==> config.mk <==
export PLATFORM = sky130hd
export DESIGN_NAME = hazard_unit_mc
export DESIGN_NICKNAME = d
export VERILOG_FILES = /design/src/rtl/riscv_pkg.sv /design/src/rtl/sat_counter.sv /design/src/rtl/hazard_unit_mc.sv
export SDC_FILE = /design/constraint.sdc
export NUM_CORES = 1
export LEC_CHECK = 0
export ABC_AREA = 1
export CAP_MARGIN = 40
export CORE_MARGIN = 5
export CORE_UTILIZATION = 36
export CTS_BUF_LIST = sky130_fd_sc_hd__clkbuf_4
export DETAILED_ROUTE_END_ITERATION = 12
export SLEW_MARGIN = 10
export SYNTH_ARGS = -nofsm -noshare
export SYNTH_HDL_FRONTEND = slang
export SYNTH_SLANG_ARGS = --single-unit
==> constraint.sdc <==
create_clock -name clk -period 4.32 [get_ports clk]
set_input_delay 1.08 -clock clk [delete_from_list [all_inputs] [get_ports clk]]
set_output_delay 1.08 -clock clk [all_outputs]
set_load 0.01 [all_outputs]
==> src/rtl/riscv_pkg.sv <==
// Shared types for the pipeline hazard unit: forwarding select codes,
// dmem-wait FSM states and the forwarding priority helper.
package riscv_pkg;

  typedef enum logic [1:0] {
    FWD_NONE = 2'b00,
    FWD_W    = 2'b01,
    FWD_M    = 2'b10
  } fwd_e;

  typedef enum logic [1:0] {
    IDLE = 2'b00,
    WAIT = 2'b01,
    ERR  = 2'b10
  } hz_state_e;

  // The M-stage result is younger than W, so it wins when both match.
  function automatic fwd_e fwd_pick(input logic hit_m, input logic hit_w);
    fwd_e sel;
    if (hit_m) begin
      sel = FWD_M;
    end else if (hit_w) begin
      sel = FWD_W;
    end else begin
      sel = FWD_NONE;
    end
    return sel;
  endfunction

endpackage

==> src/rtl/sat_counter.sv <==
// Saturating up-counter used for the hazard unit performance counters.
// Holds at all-ones instead of wrapping.
module sat_counter #(
  parameter int CNT_W = 32
) (
  input  logic             clk,
  input  logic             rst,
  input  logic             inc,
  output logic [CNT_W-1:0] q
);

  localparam logic [CNT_W-1:0] MAX_Q = '1;

  logic [CNT_W-1:0] r_q;

  always_ff @(posedge clk) begin
    if (rst) begin
      r_q <= '0;
    end else if (inc && (r_q != MAX_Q)) begin
      r_q <= r_q + CNT_W'(1);
    end else begin
      r_q <= r_q;
    end
  end

  assign q = r_q;

endmodule

==> src/rtl/hazard_unit_mc.sv <==
// Hazard unit for the 5-stage RISC-V pipe: forwarding, load-use / RAW stalls,
// branch flush, dmem wait with timeout, and saturating perf counters.
module hazard_unit_mc
  import riscv_pkg::*;
#(
  parameter int REG_AW   = 5,
  parameter int FWD_EN   = 1,
  parameter int MAX_WAIT = 16,
  parameter int CNT_W    = 32
) (
  input  logic              clk,
  input  logic              rst,
  input  logic [REG_AW-1:0] Rs1D,
  input  logic [REG_AW-1:0] Rs2D,
  input  logic [REG_AW-1:0] Rs1E,
  input  logic [REG_AW-1:0] Rs2E,
  input  logic [REG_AW-1:0] RdE,
  input  logic [REG_AW-1:0] RdM,
  input  logic [REG_AW-1:0] RdW,
  input  logic              RegWriteE,
  input  logic              RegWriteM,
  input  logic              RegWriteW,
  input  logic              ResultSrcEb0,
  input  logic              PCSrcE,
  input  logic              DmemReqM,
  input  logic              DmemReadyM,
  output logic [1:0]        ForwardAE,
  output logic [1:0]        ForwardBE,
  output logic              StallF,
  output logic              StallD,
  output logic              StallE,
  output logic              StallM,
  output logic              FlushD,
  output logic              FlushE,
  output logic              FlushW,
  output logic              BusErr,
  output logic [CNT_W-1:0]  StallCnt,
  output logic [CNT_W-1:0]  FlushCnt,
  output logic [CNT_W-1:0]  LdUseCnt
);

  localparam int WAIT_W = $clog2(MAX_WAIT + 1);
  localparam logic [REG_AW-1:0] X0 = '0;

  hz_state_e         r_state;
  hz_state_e         w_state_nxt;
  logic [WAIT_W-1:0] r_wait_cnt;
  logic [WAIT_W-1:0] w_wait_cnt_nxt;
  logic              r_bus_err;
  logic              w_bus_err_nxt;

  logic w_fwd_en;
  logic w_lw;
  logic w_raw1;
  logic w_raw2;
  logic w_raw;
  logic w_ld_stall;
  logic w_req_wait;
  logic w_dw;
  logic w_stall_any;
  logic w_flush_br;

  assign w_fwd_en = (FWD_EN != 0);

  assign ForwardAE = w_fwd_en ?
      fwd_pick(RegWriteM && (RdM != X0) && (RdM == Rs1E),
               RegWriteW && (RdW != X0) && (RdW == Rs1E)) : FWD_NONE;
  assign ForwardBE = w_fwd_en ?
      fwd_pick(RegWriteM && (RdM != X0) && (RdM == Rs2E),
               RegWriteW && (RdW != X0) && (RdW == Rs2E)) : FWD_NONE;

  assign w_lw = ResultSrcEb0 && (RdE != X0) && ((RdE == Rs1D) || (RdE == Rs2D));

  // Without forwarding, any in-flight E/M writer of a D source must be waited out.
  assign w_raw1 = (Rs1D != X0) &&
                  ((RegWriteE && (RdE == Rs1D)) || (RegWriteM && (RdM == Rs1D)));
  assign w_raw2 = (Rs2D != X0) &&
                  ((RegWriteE && (RdE == Rs2D)) || (RegWriteM && (RdM == Rs2D)));
  assign w_raw  = !w_fwd_en && (w_raw1 || w_raw2);

  assign w_ld_stall = w_lw || w_raw;
  assign w_req_wait = DmemReqM && !DmemReadyM;
  assign w_dw       = w_req_wait || (r_state == ERR);

  // A dmem wait freezes the whole front of the pipe, so a pending flush is held off.
  assign StallF = w_ld_stall || w_dw;
  assign StallD = w_ld_stall || w_dw;
  assign StallE = w_dw;
  assign StallM = w_dw;
  assign FlushW = w_dw;
  assign FlushD = PCSrcE && !w_dw;
  assign FlushE = (PCSrcE || w_ld_stall) && !w_dw;
  assign BusErr = r_bus_err;

  assign w_stall_any = StallF || StallD || StallE || StallM;
  assign w_flush_br  = PCSrcE && !w_dw;

  // FSM state, wait counter and sticky error register.
  always_ff @(posedge clk) begin
    if (rst) begin
      r_state    <= IDLE;
      r_wait_cnt <= '0;
      r_bus_err  <= 1'b0;
    end else begin
      r_state    <= w_state_nxt;
      r_wait_cnt <= w_wait_cnt_nxt;
      r_bus_err  <= w_bus_err_nxt;
    end
  end

  // Next-state logic: ERR is reached after MAX_WAIT consecutive not-ready cycles.
  always_comb begin
    w_state_nxt    = r_state;
    w_wait_cnt_nxt = r_wait_cnt;
    w_bus_err_nxt  = r_bus_err;
    case (r_state)
      IDLE: begin
        if (w_req_wait) begin
          w_wait_cnt_nxt = WAIT_W'(1);
          if (MAX_WAIT == 1) begin
            w_state_nxt   = ERR;
            w_bus_err_nxt = 1'b1;
          end else begin
            w_state_nxt = WAIT;
          end
        end else begin
          w_wait_cnt_nxt = '0;
        end
      end
      WAIT: begin
        if (!w_req_wait) begin
          w_state_nxt    = IDLE;
          w_wait_cnt_nxt = '0;
        end else if (r_wait_cnt == WAIT_W'(MAX_WAIT - 1)) begin
          w_state_nxt    = ERR;
          w_wait_cnt_nxt = WAIT_W'(MAX_WAIT);
          w_bus_err_nxt  = 1'b1;
        end else begin
          w_wait_cnt_nxt = r_wait_cnt + WAIT_W'(1);
        end
      end
      ERR: begin
        w_state_nxt   = ERR;
        w_bus_err_nxt = 1'b1;
      end
      default: begin
        w_state_nxt    = IDLE;
        w_wait_cnt_nxt = '0;
        w_bus_err_nxt  = 1'b0;
      end
    endcase
  end

  sat_counter #(.CNT_W(CNT_W)) u_stall_cnt (
    .clk (clk),
    .rst (rst),
    .inc (w_stall_any),
    .q   (StallCnt)
  );

  sat_counter #(.CNT_W(CNT_W)) u_flush_cnt (
    .clk (clk),
    .rst (rst),
    .inc (w_flush_br),
    .q   (FlushCnt)
  );

  sat_counter #(.CNT_W(CNT_W)) u_lduse_cnt (
    .clk (clk),
    .rst (rst),
    .inc (w_lw),
    .q   (LdUseCnt)
  );

endmodule

Word-level counts from Yosys, hierarchy flattened. Index checks and enable logic that the tools add are counted.

Bitwise gates (word level): 1. Reduce and logical (&&, ||, !) cells: 28. Add/sub/neg operators: 4. Mux-type cells: 15. Equality and inequality tests: 16.

Operator list (count): $add A32 B1 Y32 const B (3); $ne A32 B32 Y1 const B (3); $eq A5 B5 Y1 (6); $pmux W5 S3 (1); $reduce_bool A5 Y1 (3); $logic_and A1 B1 Y1 (14); $mux W2 (5); $mux W5 (2); $logic_or A1 B1 Y1 (6); $ne A2 B2 Y1 const B (3); $pmux W2 S3 (1); $add A5 B1 Y5 const B (1); $eq A5 B4 Y1 const B (1); $mux W1 (5); $ne A3 B3 Y1 const B (1); $pmux W1 S3 (1); $reduce_and A3 Y1 (1); $eq A2 B1 Y1 const B (1); $eq A2 B2 Y1 const B (1); $logic_not A1 Y1 (2); $logic_not A2 Y1 (1); $reduce_and A2 Y1 (1); $not A1 Y1 (1).

Output and inout bits: 108. Word-level logic and storage cells: 70. Register bits: 104.

Longest topological paths before layout.
Word-level depth: 7. Depth in mapped cells: 13.

By module. Synthesis repeated with hierarchy kept, for this count alone.

Cell total of the unflattened synthesis: 1144. Area, all modules: 7209.4 um2.

Modules (own cells, without submodules): sat_counter (cells an instance 324, seq. area each 640.6 um2, area an instance 2062.0 um2, times used 3); hazard_unit_mc (cells an instance 172, seq. area each 160.2 um2, area an instance 1023.5 um2, times used 1).

Worst setup path after synthesis. No wires, ideal clock.

Path kind: input to output. Start point: input port RdE[2]. End point: output port StallF. Path slack: 1.112 ns. Required time: 3.240 ns. Stages on the path: 10. Buffers on the path: 2. Data arrival time: 2.128 ns. Cell sequence: inv_1 nand2_1 nand2_1 nor2_1 nand3_1 nand2_1 nand2_1 nand2_1 buf_2 buf_4.

Longest elaborated chain between the ends: 4. Elaborated cells between the ends (all ways): 7. Classes of those cells: eq/ne (2); reduce/logical (5).

RTL lines: from (decl) (line hazard_unit_mc.sv:17) `input logic [REG_AW-1:0] RdE,`; $eq A5 B5 Y1 / $reduce_bool A5 Y1 (equally long branches); $logic_or A1 B1 Y1 / $logic_and A1 B1 Y1 (equally long branches) (line hazard_unit_mc.sv:72) `assign w_lw = ResultSrcEb0 && (RdE != X0) && ((RdE == Rs1D) || (RdE == Rs2D));`; $logic_and A1 B1 Y1 * (line hazard_unit_mc.sv:72); $logic_or A1 B1 Y1 *; to (decl) (line hazard_unit_mc.sv:29) `output logic StallF,`.

Mark *: on every way between the ends. The rest lies on a longest branch, timed or not.

Final worst setup path.
Start point: input port RdE[4]. End point: output port StallF.

Longest elaborated chain between the ends: 4. Elaborated cells between the ends (all ways): 7. Classes of those cells: eq/ne (2); reduce/logical (5).

RTL lines: $eq A5 B5 Y1 / $reduce_bool A5 Y1 (equally long branches); $logic_or A1 B1 Y1 / $logic_and A1 B1 Y1 (equally long branches) (line hazard_unit_mc.sv:72); $logic_and A1 B1 Y1 * (line hazard_unit_mc.sv:72); $logic_or A1 B1 Y1 * (line hazard_unit_mc.sv:86) `assign StallF = w_ld_stall || w_dw;`.

Marked as above.

==> impl_metrics.json <==
{
  "status": "complete, no violations",
  "grt_pass1_vias": 7244,
  "routedWlPerCell_um": 13.4,
  "fin_tns_setup_ps": 0,
  "grt.total_usage": 0.191,
  "tightest_slew_ps": 767,
  "synth_nets": 1244,
  "via_count": 7609,
  "ctsResizeCount": 0,
  "cts_setup_buffers": 0,
  "slew_headroom": 0.489,
  "synth_top_area_cell": "dfxtp_1",
  "wl_um": 21400,
  "synth_edf_count": 0,
  "crit_required_ps": 3240,
  "initial_core_util": 0.366,
  "max_freq_ghz": 0.242,
  "synth-async-reset-ratio": 0,
  "cts_tree": "yes",
  "grt_pass1_wl_um": 35400,
  "antenna_left": 0,
  "internal_power_mw": 1.34,
  "critPathMostFrequentCell": "nand2_1",
  "synth_cell_types": 33,
  "fp.coreArea_um2": 19500,
  "utilization": 0.460,
  "portBuffers": 150,
  "reg2regPathDepth": 10,
  "clk_pin_slew_ps": 150,
  "switchingPower_mw": 0.585,
  "hold_violations": 0,
  "area_delta_synth_final_pct": 25.7,
  "synth_compound_area_frac": 0.0724,
  "pwr-share-seq": 0.539,
  "final-seq-area_um2": 2080,
  "synth.top_cells.by_count": "nand2_1 (401), nor2_1 (198), dfxtp_1 (104), inv_1 (104)",
  "grt_overflow": 0,
  "drv_cap": 0,
  "holdPathStages": 2,
  "ios": 152,
  "period_needed_ps": 4130,
  "path_cells": "clkdlybuf4s50_1 -> inv_1 -> nand2_1 -> nand2_1 -> nor2_1 -> nand3_1 -> nand2_1 -> nand2_1 -> nand2_1 -> clkdlybuf4s50_1",
  "final_layout_size_suffix_gt1_frac": 0.0286,
  "cts_sinks": 104,
  "crit_path_max_incr_delay_ps": 630,
  "cts_root_buf": "clkbuf_4",
  "p_total_mw": 1.92,
  "peakVddDrop_uv": 105,
  "clk_latency_ps": 500,
  "hold_path.class": "flip-flop to flip-flop",
  "cts-hold-fix-buffers": 0,
  "muxShareOfSynthArea": 0,
  "critPathMaxFanout": 4,
  "rows": 51,
  "pwr-share-comb": 0.178,
  "slew_viol_final": 0,
  "synthAdderAreaFrac": 0.0175,
  "final_area_um2": 8990,
  "drt_iter0_markers": 377,
  "yosys.cell_count.top_type": "nand2_1",
  "dp_cells": 1577,
  "crit_type": "input port to output pin",
  "ys_ff_latch": 104,
  "rsz0062_at_grt": "no",
  "routabilityCongestion": 0.899,
  "synth_simple_gate_area_share": 0.449,
  "finalCritPeriodShare": 0.956,
  "setup_viol": 0,
  "pre_cts_slack_ps": 139,
  "syn_area_um2": 7150,
  "multi_input_area_um2": 4460,
  "seq_area_frac_synth": 0.291,
  "postSynthCellCount": 1190,
  "place_area_um2": 8840,
  "dr.pass1.iters": 5,
  "synth.avg_cell_area_um2": 6.01,
  "dieArea_um2": 22800,
  "worst_setup_path_end_kind": "output pin",
  "clock_skew_ps": 27.5,
  "timing.hold.ws_ps": 461,
  "grt_max_degree": 69,
  "fill_cells": 2165,
  "power_density_nw_per_um2": 214,
  "yosysWarnings": 0,
  "worstPathArrival_ps": 3050,
  "startpoint_type": "input port",
  "routed_via_density": 4.77,
  "synth_top_family_by_area": "simple AND/OR/NAND/NOR gates",
  "yosys-top-cells-area": "dfxtp_1 (29%), nand2_1 (21%), nor2_1 (10%), xor2_1 (6.0%), a21oi_1 (5.6%)",
  "cp_slowest_cell": "clkdlybuf4s50_1",
  "fp.dieH_um": 151,
  "synthXorXnorAreaFrac": 0.0857,
  "nets": 1377,
  "synth_top_area_frac": 0.291,
  "setup_ws_ps": 192,
  "place_hpwl_um": 16200,
  "leakagePower_nw": 3.35,
  "drc_errors": 0,
  "numCtsBuffers": 9,
  "ys.flop_type": "dfxtp_1",
  "cts.path.max_buffers": 2,
  "fp.dieW_um": 151,
  "switching_share": 0.304,
  "antenna_found_initial": 1,
  "htreeDepth": 3,
  "stdcell_count": 1594,
  "p_clk_frac": 0.283
}
-- power groups by stage --
stage / registers (mW) / logic [mW] / clock network (mW)
3_3_place_gp: 1.06 / 0.342 / 0
5_1_grt: 1.04 / 0.387 / 0.605
4_1_cts: 1.04 / 0.347 / 0.575
2_1_floorplan: 1.06 / 0.186 / 0
6_report: 1.04 / 0.342 / 0.545
3_5_place_dp: 1.06 / 0.345 / 0
-- cell usage in the layout (no fill, tap or decap), drive strengths merged --
master,netlist,layout
clkdlybuf4s50,0,149
clkinv,1,1
inv,105,106
buf,21,10
o32ai,1,1
or2,1,1
a31oi,2,2
nand3b,26,26
nand2,403,403
diode,0,1
nor2,200,200
clkbuf,16,10
o41ai,1,1
and3,3,3
bufinv,0,1
o21ai,16,16
xor2,49,49
clkinvlp,0,4
dfxtp,104,104
xnor2,21,21
nor3,28,28
nand4,18,18
a21oi,80,80
nand3,83,83
o21a,1,1
ha,10,10
-- state kept, by name (all words and copies together) (netlist names) --
name and flops:
u_lduse_cnt.q 32, BusErr 1, u_flush_cnt.q 32, r_wait_cnt 5, u_stall_cnt.q 32, r_state 2
-- worst paths after layout --
| check | from | end | slack [ps] |
|---|---|---|---|
| setup reg to reg | u_stall_cnt.q[0]$_SDFFE_PP0P_ | u_stall_cnt.q[3]$_SDFFE_PP0P_ | 1500 |
| hold / removal | BusErr$_SDFFE_PP0P_ | BusErr$_SDFFE_PP0P_ | 460 |
| hold reg to reg | BusErr$_SDFFE_PP0P_ | BusErr$_SDFFE_PP0P_ | 460 |
| setup / recovery | RdE[4] | StallF | 190 |
-- critical path: cells and delay by family --
family / cells / cell delay [ps]
buffers and inverters: 3 / 1220
and+or+nand+nor: 7 / 750
-- metal layers --
| layer | part of all wire | vias to the layer above | wire length (µm) | track usage |
|---|---|---|---|---|
| met1 | 0.47 | 3409 | 9940 | 0.244 |
| met2 | 0.47 | 151 | 10100 | 0.329 |
| met5 | 0 | - | 0 | 0 |
| met4 | 0.010 | 0 | 224 | 0.0390 |
| li1 | - | 4031 | - | - |
| met3 | 0.053 | 18 | 1130 | 0.0458 |
-- layout make-up --
cell class | instances | share of cell area
timing repair buffer | 159 | 0.174
clock inverter | 6 | 0.00766
inverter | 106 | 0.0443
antenna | 1 | 0.000278
sequential | 104 | 0.232
clock buffer | 10 | 0.00835
multi-input combinational | 943 | 0.497
tap | 265 | 0.0369
-- cell families after synthesis --
kind of cell / Yosys count
AO/OA/AOI/OAI: 101
XOR/XNOR: 70
adder cells (fa/ha/maj): 10
buffers and inverters: 143
flip-flops: 104
AND/OR/NAND/NOR: 762
Power figures use the tool's default switching activity.
